## src/rtl/et_err_ctrl_if.sv

```systemverilog
// Readout stream link between et_err_ctrl and the readout FIFO.
// A word transfers on any cycle where out_valid and out_ready are both high.
interface et_err_ctrl_if #(
  parameter int WORD_W = 32
);
  logic [WORD_W-1:0] out_data;
  logic              out_valid;
  logic              out_ready;
  logic              out_last;

  modport master (output out_data, output out_valid, output out_last, input out_ready);
  modport slave  (input out_data, input out_valid, input out_last, output out_ready);
endinterface

```

## src/rtl/et_err_ctrl.sv

```systemverilog
// et_err_ctrl: clears and arms N_CH et_err channels, waits for their TLK/DC error buses
// (or a timeout), then streams every bus as WORD_W-bit words over the readout link.
module et_err_ctrl #(
  parameter int N_CH       = 4,
  parameter int LENGTH_ERR = 232,
  parameter int WORD_W     = 32,
  parameter int TIMEOUT    = 4096
) (
  input  logic                       clk,
  input  logic                       rst_n,
  input  logic                       start,
  input  logic                       bypass_cfg,
  output logic [N_CH-1:0]            ch_live,
  output logic                       ch_bypass,
  input  logic [N_CH-1:0]            got_tlk,
  input  logic [N_CH-1:0]            got_dc,
  input  logic [N_CH*LENGTH_ERR-1:0] tlk_bus,
  input  logic [N_CH*LENGTH_ERR-1:0] dc_bus,
  et_err_ctrl_if.master              rd,
  output logic                       busy,
  output logic                       done,
  output logic [N_CH-1:0]            timeout_mask
);
  localparam int NSL   = (LENGTH_ERR + WORD_W - 1) / WORD_W;
  localparam int NWORD = 1 + 2 * NSL;
  localparam int PAD_W = NSL * WORD_W;
  localparam int CH_W  = (N_CH > 1) ? $clog2(N_CH) : 1;
  localparam int WD_W  = $clog2(NWORD);
  localparam int SL_W  = (NSL > 1) ? $clog2(NSL) : 1;
  localparam int TM_W  = $clog2(TIMEOUT);

  typedef enum logic [2:0] {S_IDLE, S_CLEAR, S_COLLECT, S_READOUT, S_DONE} state_t;
  state_t state, state_nxt;

  logic [TM_W-1:0]       timer;
  logic [CH_W-1:0]       ch_cnt, sel_ch;
  logic [WD_W-1:0]       wd_cnt, sel_w;
  logic                  byp_q;
  logic                  all_got, tmo_hit, xfer, sel_last;
  logic                  g_t, g_d;
  logic [LENGTH_ERR-1:0] tlk_ch [N_CH];
  logic [LENGTH_ERR-1:0] dc_ch  [N_CH];
  logic [PAD_W-1:0]      tlk_pad, dc_pad;
  logic [WORD_W-1:0]     tlk_sl [NSL];
  logic [WORD_W-1:0]     dc_sl  [NSL];
  logic [SL_W-1:0]       sl_idx_t, sl_idx_d;
  logic [WORD_W-1:0]     word_nxt;

  function automatic logic [WORD_W-1:0] gate_word(input logic [WORD_W-1:0] w, input logic got);
    return got ? w : '0;
  endfunction

  for (genvar c = 0; c < N_CH; c++) begin : g_ch
    assign tlk_ch[c] = tlk_bus[c*LENGTH_ERR +: LENGTH_ERR];
    assign dc_ch[c]  = dc_bus[c*LENGTH_ERR +: LENGTH_ERR];
  end

  // Zero-extend to a whole number of words so the tail slice carries 0s above LENGTH_ERR.
  assign tlk_pad = PAD_W'(tlk_ch[sel_ch]);
  assign dc_pad  = PAD_W'(dc_ch[sel_ch]);

  for (genvar k = 0; k < NSL; k++) begin : g_sl
    assign tlk_sl[k] = tlk_pad[k*WORD_W +: WORD_W];
    assign dc_sl[k]  = dc_pad[k*WORD_W +: WORD_W];
  end

  assign all_got = &(got_tlk & got_dc);
  assign tmo_hit = (timer == TM_W'(TIMEOUT - 1));
  assign xfer    = rd.out_valid & rd.out_ready;

  // Index of the word to present next: channel 0 header on COLLECT exit, else successor.
  always_comb begin
    sel_ch = ch_cnt;
    sel_w  = wd_cnt + 1'b1;
    if (state == S_COLLECT) begin
      sel_ch = '0;
      sel_w  = '0;
    end else if (wd_cnt == WD_W'(NWORD - 1)) begin
      sel_ch = ch_cnt + 1'b1;
      sel_w  = '0;
    end
  end

  assign g_t      = got_tlk[sel_ch];
  assign g_d      = got_dc[sel_ch];
  assign sel_last = (sel_ch == CH_W'(N_CH - 1)) && (sel_w == WD_W'(NWORD - 1));

  always_comb begin
    sl_idx_t = SL_W'(sel_w - 1'b1);
    sl_idx_d = SL_W'(sel_w - WD_W'(NSL + 1));
    if (sel_w == '0)
      word_nxt = WORD_W'({8'hEE, 8'(sel_ch), 14'b0, g_d, g_t});
    else if (sel_w <= WD_W'(NSL))
      word_nxt = gate_word(tlk_sl[sl_idx_t], g_t);
    else
      word_nxt = gate_word(dc_sl[sl_idx_d], g_d);
  end

  always_ff @(posedge clk or negedge rst_n) begin
    if (!rst_n) state <= S_IDLE;
    else        state <= state_nxt;
  end

  always_comb begin
    state_nxt = state;
    ch_live   = '0;
    ch_bypass = 1'b0;
    busy      = 1'b1;
    done      = 1'b0;
    case (state)
      S_IDLE: begin
        busy = 1'b0;
        if (start) state_nxt = S_CLEAR;
      end
      S_CLEAR: state_nxt = S_COLLECT;
      S_COLLECT: begin
        ch_live   = '1;
        ch_bypass = byp_q;
        if (all_got || tmo_hit) state_nxt = S_READOUT;
      end
      S_READOUT: begin
        // Channels stay live so et_err keeps its captured buses while they are read.
        ch_live   = '1;
        ch_bypass = byp_q;
        if (xfer && rd.out_last) state_nxt = S_DONE;
      end
      S_DONE: begin
        done      = 1'b1;
        state_nxt = S_IDLE;
      end
      default: state_nxt = S_IDLE;
    endcase
  end

  always_ff @(posedge clk or negedge rst_n) begin
    if (!rst_n) begin
      timer        <= '0;
      ch_cnt       <= '0;
      wd_cnt       <= '0;
      byp_q        <= 1'b0;
      timeout_mask <= '0;
      rd.out_data  <= '0;
      rd.out_valid <= 1'b0;
      rd.out_last  <= 1'b0;
    end else begin
      case (state)
        S_IDLE: begin
          if (start) begin
            byp_q        <= bypass_cfg;
            timeout_mask <= '0;
          end
        end
        S_CLEAR: timer <= '0;
        S_COLLECT: begin
          timer <= timer + 1'b1;
          if (all_got || tmo_hit) begin
            timeout_mask <= ~(got_tlk & got_dc);
            ch_cnt       <= '0;
            wd_cnt       <= '0;
            rd.out_data  <= word_nxt;
            rd.out_valid <= 1'b1;
            rd.out_last  <= 1'b0;
          end
        end
        S_READOUT: begin
          if (xfer) begin
            if (rd.out_last) begin
              rd.out_valid <= 1'b0;
              rd.out_last  <= 1'b0;
            end else begin
              ch_cnt      <= sel_ch;
              wd_cnt      <= sel_w;
              rd.out_data <= word_nxt;
              rd.out_last <= sel_last;
            end
          end
        end
        default: ;
      endcase
    end
  end
endmodule

```

## src/flat_wrapper.sv

```systemverilog
// flat-port wrapper written by rule: the top's interface ports become plain ports
module et_err_ctrl_flat 
#(
  parameter int N_CH       = 4,
  parameter int LENGTH_ERR = 232,
  parameter int WORD_W     = 32,
  parameter int TIMEOUT    = 4096
)
  (clk, rst_n, start, bypass_cfg, ch_live, ch_bypass, got_tlk, got_dc, tlk_bus, dc_bus, busy, done, timeout_mask, rd_out_data, rd_out_valid, rd_out_last, rd_out_ready);
  et_err_ctrl_if #(.WORD_W(WORD_W)) rd_i ();
  input  logic clk;
  input  logic rst_n;
  input  logic start;
  input  logic bypass_cfg;
  output logic [N_CH-1:0] ch_live;
  output logic ch_bypass;
  input  logic [N_CH-1:0] got_tlk;
  input  logic [N_CH-1:0] got_dc;
  input  logic [N_CH*LENGTH_ERR-1:0] tlk_bus;
  input  logic [N_CH*LENGTH_ERR-1:0] dc_bus;
  output logic busy;
  output logic done;
  output logic [N_CH-1:0] timeout_mask;
  output wire logic [$bits(rd_i.out_data)-1:0] rd_out_data;
  output wire logic [$bits(rd_i.out_valid)-1:0] rd_out_valid;
  output wire logic [$bits(rd_i.out_last)-1:0] rd_out_last;
  input wire logic [$bits(rd_i.out_ready)-1:0] rd_out_ready;
  assign rd_out_data = rd_i.out_data;
  assign rd_out_valid = rd_i.out_valid;
  assign rd_out_last = rd_i.out_last;
  assign rd_i.out_ready = rd_out_ready;
  et_err_ctrl #(.N_CH(N_CH), .LENGTH_ERR(LENGTH_ERR), .WORD_W(WORD_W), .TIMEOUT(TIMEOUT)) u_core (.clk(clk), .rst_n(rst_n), .start(start), .bypass_cfg(bypass_cfg), .ch_live(ch_live), .ch_bypass(ch_bypass), .got_tlk(got_tlk), .got_dc(got_dc), .tlk_bus(tlk_bus), .dc_bus(dc_bus), .rd(rd_i), .busy(busy), .done(done), .timeout_mask(timeout_mask));
endmodule
```

## config.mk

```make
export PLATFORM = sky130hd
export DESIGN_NAME = et_err_ctrl_flat
export DESIGN_NICKNAME = d
export VERILOG_FILES = /design/src/rtl/et_err_ctrl_if.sv /design/src/rtl/et_err_ctrl.sv /design/src/flat_wrapper.sv
export SDC_FILE = /design/constraint.sdc
export NUM_CORES = 1
export LEC_CHECK = 0
export ABC_AREA = 1
export BUFFER_PORTS_ARGS = -buffer_cell sky130_fd_sc_hd__clkbuf_2
export CELL_PAD_IN_SITES_DETAIL_PLACEMENT = 0
export CELL_PAD_IN_SITES_GLOBAL_PLACEMENT = 1
export CORE_AREA = 2 2 737 739
export DETAILED_ROUTE_END_ITERATION = 10
export DIE_AREA = 0 0 739 741
export GPL_TIMING_DRIVEN = 1
export PLACE_DENSITY = 0.3
export SETUP_SLACK_MARGIN = 0.15
export SLEW_MARGIN = 5
export SYNTH_ARGS = -nofsm -noshare
export SYNTH_HDL_FRONTEND = slang
export SYNTH_SLANG_ARGS = --single-unit
```

## constraint.sdc

```tcl
create_clock -name clk -period 6.2 [get_ports clk]
set_input_delay 1.24 -clock clk [delete_from_list [all_inputs] [get_ports clk]]
set_output_delay 1.24 -clock clk [all_outputs]
set_load 0.02 [all_outputs]
```

# [Word level (Yosys, flattened, before mapping)]
# Index checks and enable logic that the tools add are counted.
[totals] n_memories=0 inputBits=1869 out_inout_bits=45 wordCells=111 reg_bits=61 mem_bits_rw=0 latchBits=0 rom_bits=0
[classes] n_addsub=5 mux=56 div=0 magnitude_cmp=5 n_mul=0 n_bitwise=6 n_eq_ne=14 n_reduce_logical=16 n_shift=0
[ops] cell="232-bit binary-select mux with 2-bit select" count=2
[ops] cell="232-bit 2-to-1 mux" count=4
[ops] cell="32-bit 2-to-1 mux" count=11
[ops] cell="32-bit binary-select mux with 3-bit select" count=2
[ops] cell="32-bit one-hot mux with 2 select lines" count=1
[ops] cell="5-bit 2-to-1 mux" count=5
[ops] cell="12-bit one-hot mux with 2 select lines" count=1
[ops] cell="12-bit by 1-bit adder with 12-bit output, second input constant" count=1
[ops] cell="12-bit equality test, second input constant" count=1
[ops] cell="4-bit 2-to-1 mux" count=3
[ops] cell="3-bit one-hot mux with 4 select lines" count=1
[ops] cell="4-bit AND reduction" count=3
[ops] cell="1-bit 2-to-1 mux" count=11
[ops] cell="5-bit equality test, second input constant" count=2
[ops] cell="2-bit 2-to-1 mux" count=5
[ops] cell="5-bit one-hot mux with 2 select lines" count=1
[ops] cell="3-bit 2-to-1 mux" count=3
[ops] cell="3-bit AND reduction" count=3
[ops] cell="4-bit >= comparator, second input constant" count=2
[ops] cell="3-bit NOT with 4-bit output" count=2
[ops] cell="4-bit one-hot mux with 2 select lines" count=1
[ops] cell="3-bit by 2-bit equality test with 1-bit output, second input constant" count=2
[ops] cell="2-bit by 1-bit inequality test with 1-bit output, second input constant" count=3
[ops] cell="2-bit inequality test, second input constant" count=3
[ops] cell="other kinds (23)" count=29

# [Logic depth before layout (Yosys ltp)]
[depth] depth_word=16 ltp_mapped=24 ltp_nobuf=21

# [Worst setup path before layout]
# No wires, ideal clock.
[synth_path] path_kind="flip-flop to flip-flop" from="register u_core.wd_cnt[0]" to="register u_core.rd.out_data[7]" setup_slack_ns=3.041 path_buffers=4 arrival_ns=3.042 required_time_ns=6.083 setup_time_ns=0.117 path_stages_with_launch=24 period_less_slack_ns=3.159 cell_sequence="dfrtp_1 > inv_1 > ha_1 > nand2_1 > inv_1 > nand2_1 > nand2_1 > inv_2 > nand2_1 > buf_2 > buf_1 > ha_1 > inv_2 > nand2_1 > inv_2 > buf_2 > buf_1 > nand2_1 > nand4_1 > nand2_1 > nand3_1 > nand2_1 > nand2_1 > nand2_1"
[synth_between] elab_chain_cells=16 word_cells_on_any_way=37 cone_classes="add/sub (3); order compare (1); eq/ne (1); mux (28); bitwise (3); reduce/logical (1)"
[synth_lines] item="from (decl)" line="et_err_ctrl.sv:37" source="logic [WD_W-1:0] wd_cnt, sel_w;"
[synth_lines] item="from (signal assigned)" line="et_err_ctrl.sv:172" source="wd_cnt <= sel_w;"
[synth_lines] item="branches (longest 12 deep; another with 5-bit by 1-bit adder with 5-bit output)"
[synth_lines] item="32-bit 2-to-1 mux *" line="et_err_ctrl.sv:91" source="if (sel_w == '0)"
[synth_lines] item="32-bit 2-to-1 mux" line="et_err_ctrl.sv:167" source="if (rd.out_last) begin"
[synth_lines] item="32-bit 2-to-1 mux" line="et_err_ctrl.sv:166" source="if (xfer) begin"
[synth_lines] item="32-bit one-hot mux with 2 select lines *" line="et_err_ctrl.sv:146" source="case (state)"
[synth_lines] item="to (signal assigned)" line="et_err_ctrl.sv:160" source="rd.out_data <= word_nxt;"
[synth_lines] item="to (signal assigned)" line="et_err_ctrl.sv:173" source="rd.out_data <= word_nxt;"
[synth_lines] item="to (decl)" line="et_err_ctrl_if.sv:11" source="modport master (output out_data, output out_valid, output out_last, input out_ready);"
# Every way passes the cells marked *. The select of a mux whose other input is x is not followed.
# A chain may end at the register's enable or synchronous reset.

# [Worst setup path after layout]
[layout_path] from="register u_core.state[2]" to="register u_core.rd.out_data[16]"
[layout_between] elab_chain_cells=15 word_cells_on_any_way=40 cone_classes="add/sub (2); order compare (1); eq/ne (5); mux (26); bitwise (3); reduce/logical (3)"
[layout_lines] item="from (decl)" line="et_err_ctrl.sv:33" source="state_t state, state_nxt;"
[layout_lines] item="from (signal assigned)" line="et_err_ctrl.sv:101" source="else state <= state_nxt;"
[layout_lines] item="3-bit by 2-bit equality test with 1-bit output" line="et_err_ctrl.sv:75, et_err_ctrl.sv:146"
[layout_lines] item="2-bit 2-to-1 mux" line="et_err_ctrl.sv:75" source="if (state == S_COLLECT) begin"
[layout_lines] item="2-bit NOT with 3-bit output (implied by the code)" line="et_err_ctrl.sv:59, et_err_ctrl.sv:60"
[layout_lines] item="232-bit binary-select mux with 2-bit select, on equally long branches" line="et_err_ctrl.sv:60, et_err_ctrl.sv:59"
[layout_lines] item="232-bit 2-to-1 mux, on equally long branches (2 in series)" line="et_err_ctrl.sv:60, et_err_ctrl.sv:59"
[layout_lines] item="32-bit binary-select mux with 3-bit select, on equally long branches" line="et_err_ctrl.sv:96, et_err_ctrl.sv:94"
[layout_lines] item="32-bit 2-to-1 mux, on equally long branches (2 in series)" line="et_err_ctrl.sv:96, et_err_ctrl.sv:94"
[layout_lines] item="32-bit 2-to-1 mux" line="et_err_ctrl.sv:50" source="return got ? w : '0;"
[layout_lines] item="32-bit 2-to-1 mux" line="et_err_ctrl.sv:93" source="else if (sel_w <= WD_W'(NSL))"
[layout_lines] item="32-bit 2-to-1 mux" line="et_err_ctrl.sv:91"
[layout_lines] item="32-bit 2-to-1 mux" line="et_err_ctrl.sv:167"
[layout_lines] item="32-bit 2-to-1 mux" line="et_err_ctrl.sv:166"
[layout_lines] item="32-bit one-hot mux with 2 select lines" line="et_err_ctrl.sv:146"
# Several ways; a longest one is shown, not always the timed one. The select of a mux whose other input is x is not followed.

==> summary by stage <==
Setup path
The endpoint of the worst-slack reg-to-reg timing path is u_core.rd.out_data[16]. The critical setup path kind is flop to flop. The number of cells on the worst reg-to-reg path is 18. The setup check on the worst reg-to-reg path leaves a slack of between 1000 and 1500 ps.

The critical path endpoint category is a flop. In this run the critical register-to-register path is launched from u_core.state[2]. At the worst endpoint, the arrival time is 5480 ps. Along the worst path, the maximum fanout reaches 37. For the worst setup path, the data required time is 6510 ps. STA classifies the critical path startpoint as a flop.

STA
The setup-violating endpoint count in the final report is 0. Setup total negative slack on the finished layout was measured at 0 ps. Across the routed clock network, the largest skew measured is between 40 and 50 ps. The routed design could run at a clock period as short as 5170 ps. The timing-limited maximum frequency is around 0.19 GHz.

Setup repair after global routing left no endpoint under its margin. The max-slew violation count was 0. At the pin with the least slew margin, the transition time is ~1300 ps. The tightest slew margin relative to the limit is between 10% and 20%. The final count of hold timing violations came to 0. The share of the clock period used by the worst path is about 83%.

Drt
The detailed router placed between 40k and 50k vias in this run. After detailed routing, the number of vias per cell comes to around 3. In the routed design, unresolved DRC markers number 0. The post-detailed-route count of antenna-violating nets is 0. In this run, the number of DRC markers left after iteration 0 of detailed routing was roughly 2.8k. Dividing the detail-routed wire length by the instance count gives 31.2 microns. The first-pass iteration count of the detailed router is 7. The post-detailed-routing wire length is 430000 microns.

Power and ir drop
The peak supply drop is about 0.00032 V. For this design the ratio of total power to cell area is between 500 and 600 nW/um^2. Of the total power, the clock network draws between 2 and 3%. In this run the static leakage power is 0.0203 uW. In this run, flip-flops and latches consume 2.7% of the power. The switching component of the power is between 15000 and 20000 uW. Net switching is 75.6% of the power. The combinational group share of total power is 94.6%. Cell internal power was estimated by the tool at between 5000 and 6000 uW.

Clock network
The number of setup buffers added after CTS is 0. The clock net in this run drives a total of 61 sinks. In this run, post-CTS repair resized a total of 0 instances. The number of hold-repair buffers added at the cts stage is 0. The post-CTS clock slew at the launch and capture registers of the worst setup and hold paths is roughly 100 ps. TritonCTS created 9 clock buffers. TritonCTS built the clock tree. The later-pin clock latency in the skew report is between 400 and 500 ps. The number of H-tree levels is 3. The clock root buffer master is clkbuf_16.

The clock passes through at most 2 buffers.

Synth
Sorting the synthesized cells by how often they occur yields nand2_1 (2338), nand3_1 (1037), nand4_1 (254), buf_2 (215), nor2_1 (215). The top cell type's share of synthesized area is between 30 and 40%. Sequential cells were found to cover 6.69% of the synthesized design area.

Counting flops with an async set or reset pin after synthesis yields a share of 100%. The synthesized area per cell is 4.67 sq um. Yosys printed 0 warnings. After synthesis the netlist holds a flip-flop and latch count of ~60. The dominant synthesized flop cell is dfrtp_1.

The cell area after technology mapping is approximately 23000 sq um. The most frequently used cell type in the post-synthesis netlist is nand2_1. The number of cells produced by synthesis is ~5k. The distinct cell type count of the synthesized netlist is 38. The synthesized design contains 0 enable-type register cells. Synthesis produced a netlist with a net count of roughly 6.8k.

After synthesis, the cell types taking the most area are nand2_1 (38%), nand3_1 (23%), nand4_1 (7.0%). nand2_1 takes more of the synthesized area than any other cell.

Min path
The path class of the tightest hold or removal check is flop to flop. The worst hold path cell count is 1. The end of the worst hold path is u_core.timer[10]. The startpoint of the lowest-slack hold path is u_core.timer[10].

Die
The standard-cell row count is between 200 and 300. The die is between 700 and 800 microns tall. Pin placement for this block handled ~1.9k I/O pins. The floorplan step defined a core boundary enclosing around 540000 sq um. The full die area is between 500000 and 600000 sq um.

The floorplan die width is approximately 740 microns. The starting density of the core is roughly 4.2%.

Global route
Global routing used 15.1% of the available tracks. The met3 track utilization from global routing is 4.21%. The global-route wire length before repair is ~530000 microns.

The busiest layer in global routing is met2. The via count of the first global-routing pass is 42.9k. The global route total overflow is 0.

Entering global routing, the biggest net connects 124 pins. The met1 track demand over resource in global routing is approximately a fifth. The met2 layer usage reported by global route is between 20% and 30%. The initial antenna violation count is about 320.

Finish
The final cell utilization of the core is 7.68%. The area of all sequential standard cells is 1530 sq um. The filler cells instantiated in the layout total about 65k. The area growth from synthesis to layout is 81.6%. The fraction of layout instances using a drive strength above 1 is about 33%.

The area of the multi-input gates is between 15000 and 20000 sq um. At the end of the flow, the number of nets in the layout was roughly 8.4k.

Placement
The final weighted congestion of routability-driven global placement is slightly above 0.8. The count of buffers inserted at the top-level ports is around 1.9k. Once detailed placement completed, the half-perimeter wirelength came to between 300000 and 400000 microns.

Job
The number of max-cap violations is 0.

Status
The flow ran to the end, and the final reports show no timing, DRC or antenna violations.
## worst max-delay path: stages, from the launching register on
cell and delay [ps]:
dfrtp_1 440, nor2_1 380, nand2_8 330, nand2_1 220
inv_2 100, nand2_4 140, ha_4 270, inv_4 120
nor2_4 470, buf_4 440, inv_1 360, a21oi_1 1020
nor2_1 170, nand2_1 100, nand2_1 60, nand2_1 80
nand3_1 80, nand2_1 80, nand2_1 40
## kinds of logic after synthesis
family,synth area share [%]
and+or+nand+nor,73.3
xor gates and xnor gates,0.110
muxes,0.0494
AOI/OAI and AO/OA,7.63
DFF,6.69
buffers and inverters,11.9
adders and majority gates,0.274
## worst max-delay path by stage
stage / start / endpoint
after floorplan: u_core.wd_cnt[0] / u_core.rd.out_data[7]
after global placement: u_core.state[2] / u_core.rd.out_data[16]
after detailed placement: u_core.state[2] / u_core.rd.out_data[16]
after CTS: u_core.state[2] / u_core.rd.out_data[16]
after global routing: u_core.state[2] / u_core.rd.out_data[16]
final: u_core.state[2] / u_core.rd.out_data[16]
## area by class of cell
class	instances	share of cell area, %
multi-input cells	4203	45.1
repair buffers	2057	26.6
well taps	7208	21.8
flip-flops and latches	61	3.68
inverters	183	1.74
clock buffers	10	0.577
diodes	62	0.374
clock inverters	6	0.166
## state kept, by name, summed over array words and instances (netlist names)
name,count
u_core.byp_q,1
u_core.ch_cnt,2
u_core.rd.out_data,32
u_core.rd.out_last,1
u_core.rd.out_valid,1
u_core.state,3
u_core.timeout_mask,4
u_core.timer,12
u_core.wd_cnt,5
## placed cells by master, fill, tap and decap left out, types with 2 or more instances in the layout
cell       netlist  routed
nand3_1       1037    1035
inv_2           10       5
o211ai_1        90      90
nor3_1           4       4
nand2_1       2338    2337
or2_2           39      39
nand3_4          1       3
inv_4            0       2
diode_2          0      62
o31ai_1          2       2
nand4_1        254     254
nor2_1         215     213
nand2_8          0       2
clkbuf_16        0       9
a31oi_1          2       2
a21oi_1         34      31
nand2_2          4       2
buf_12           0      28
buf_4           29     117
nor2_4           1       4
a21oi_2          0       2
inv_1          171     170
o21ai_0        159     140
inv_6            0       5
dfrtp_1         61      61
clkbuf_2         0    1912
o21a_1           2       2
ha_1             5       4
nand3b_1         2       2
o21ai_2          0       2
o32ai_1          2       2
o21ai_1          1      18
inv_8            0       2
## power by group through the flow
stage	sequential [uW]	clock (uW)	combinational (uW)
finish	630	646	22400
floorplan	651	0	10000
detailed placement	651	0	23800
CTS	646	700	23800
global route	650	689	24700
global placement	652	0	24000
## per-stage QoR
step	hold slack, ps	total power [uW]	std cells	worst slack [ps]	area (sq um)
after floorplan	440	10700	4888	3040	22800
after global placement	461	24600	13700	693	41000
after detailed placement	458	24400	13700	721	41000
after CTS	467	25200	13700	654	41300
after global routing	487	26000	13700	521	41300
final	463	23700	13800	1030	41400
## metal layers
metal	share of wire [%]	vias up	wire, microns
met1	43	19500	185000
met2	48	1973	207000
met3	7.1	414	30500
li1	-	19400	-
met4	1.7	124	7120
met5	0.20	-	862
No activity file was read; power rests on OpenSTA's default activity.
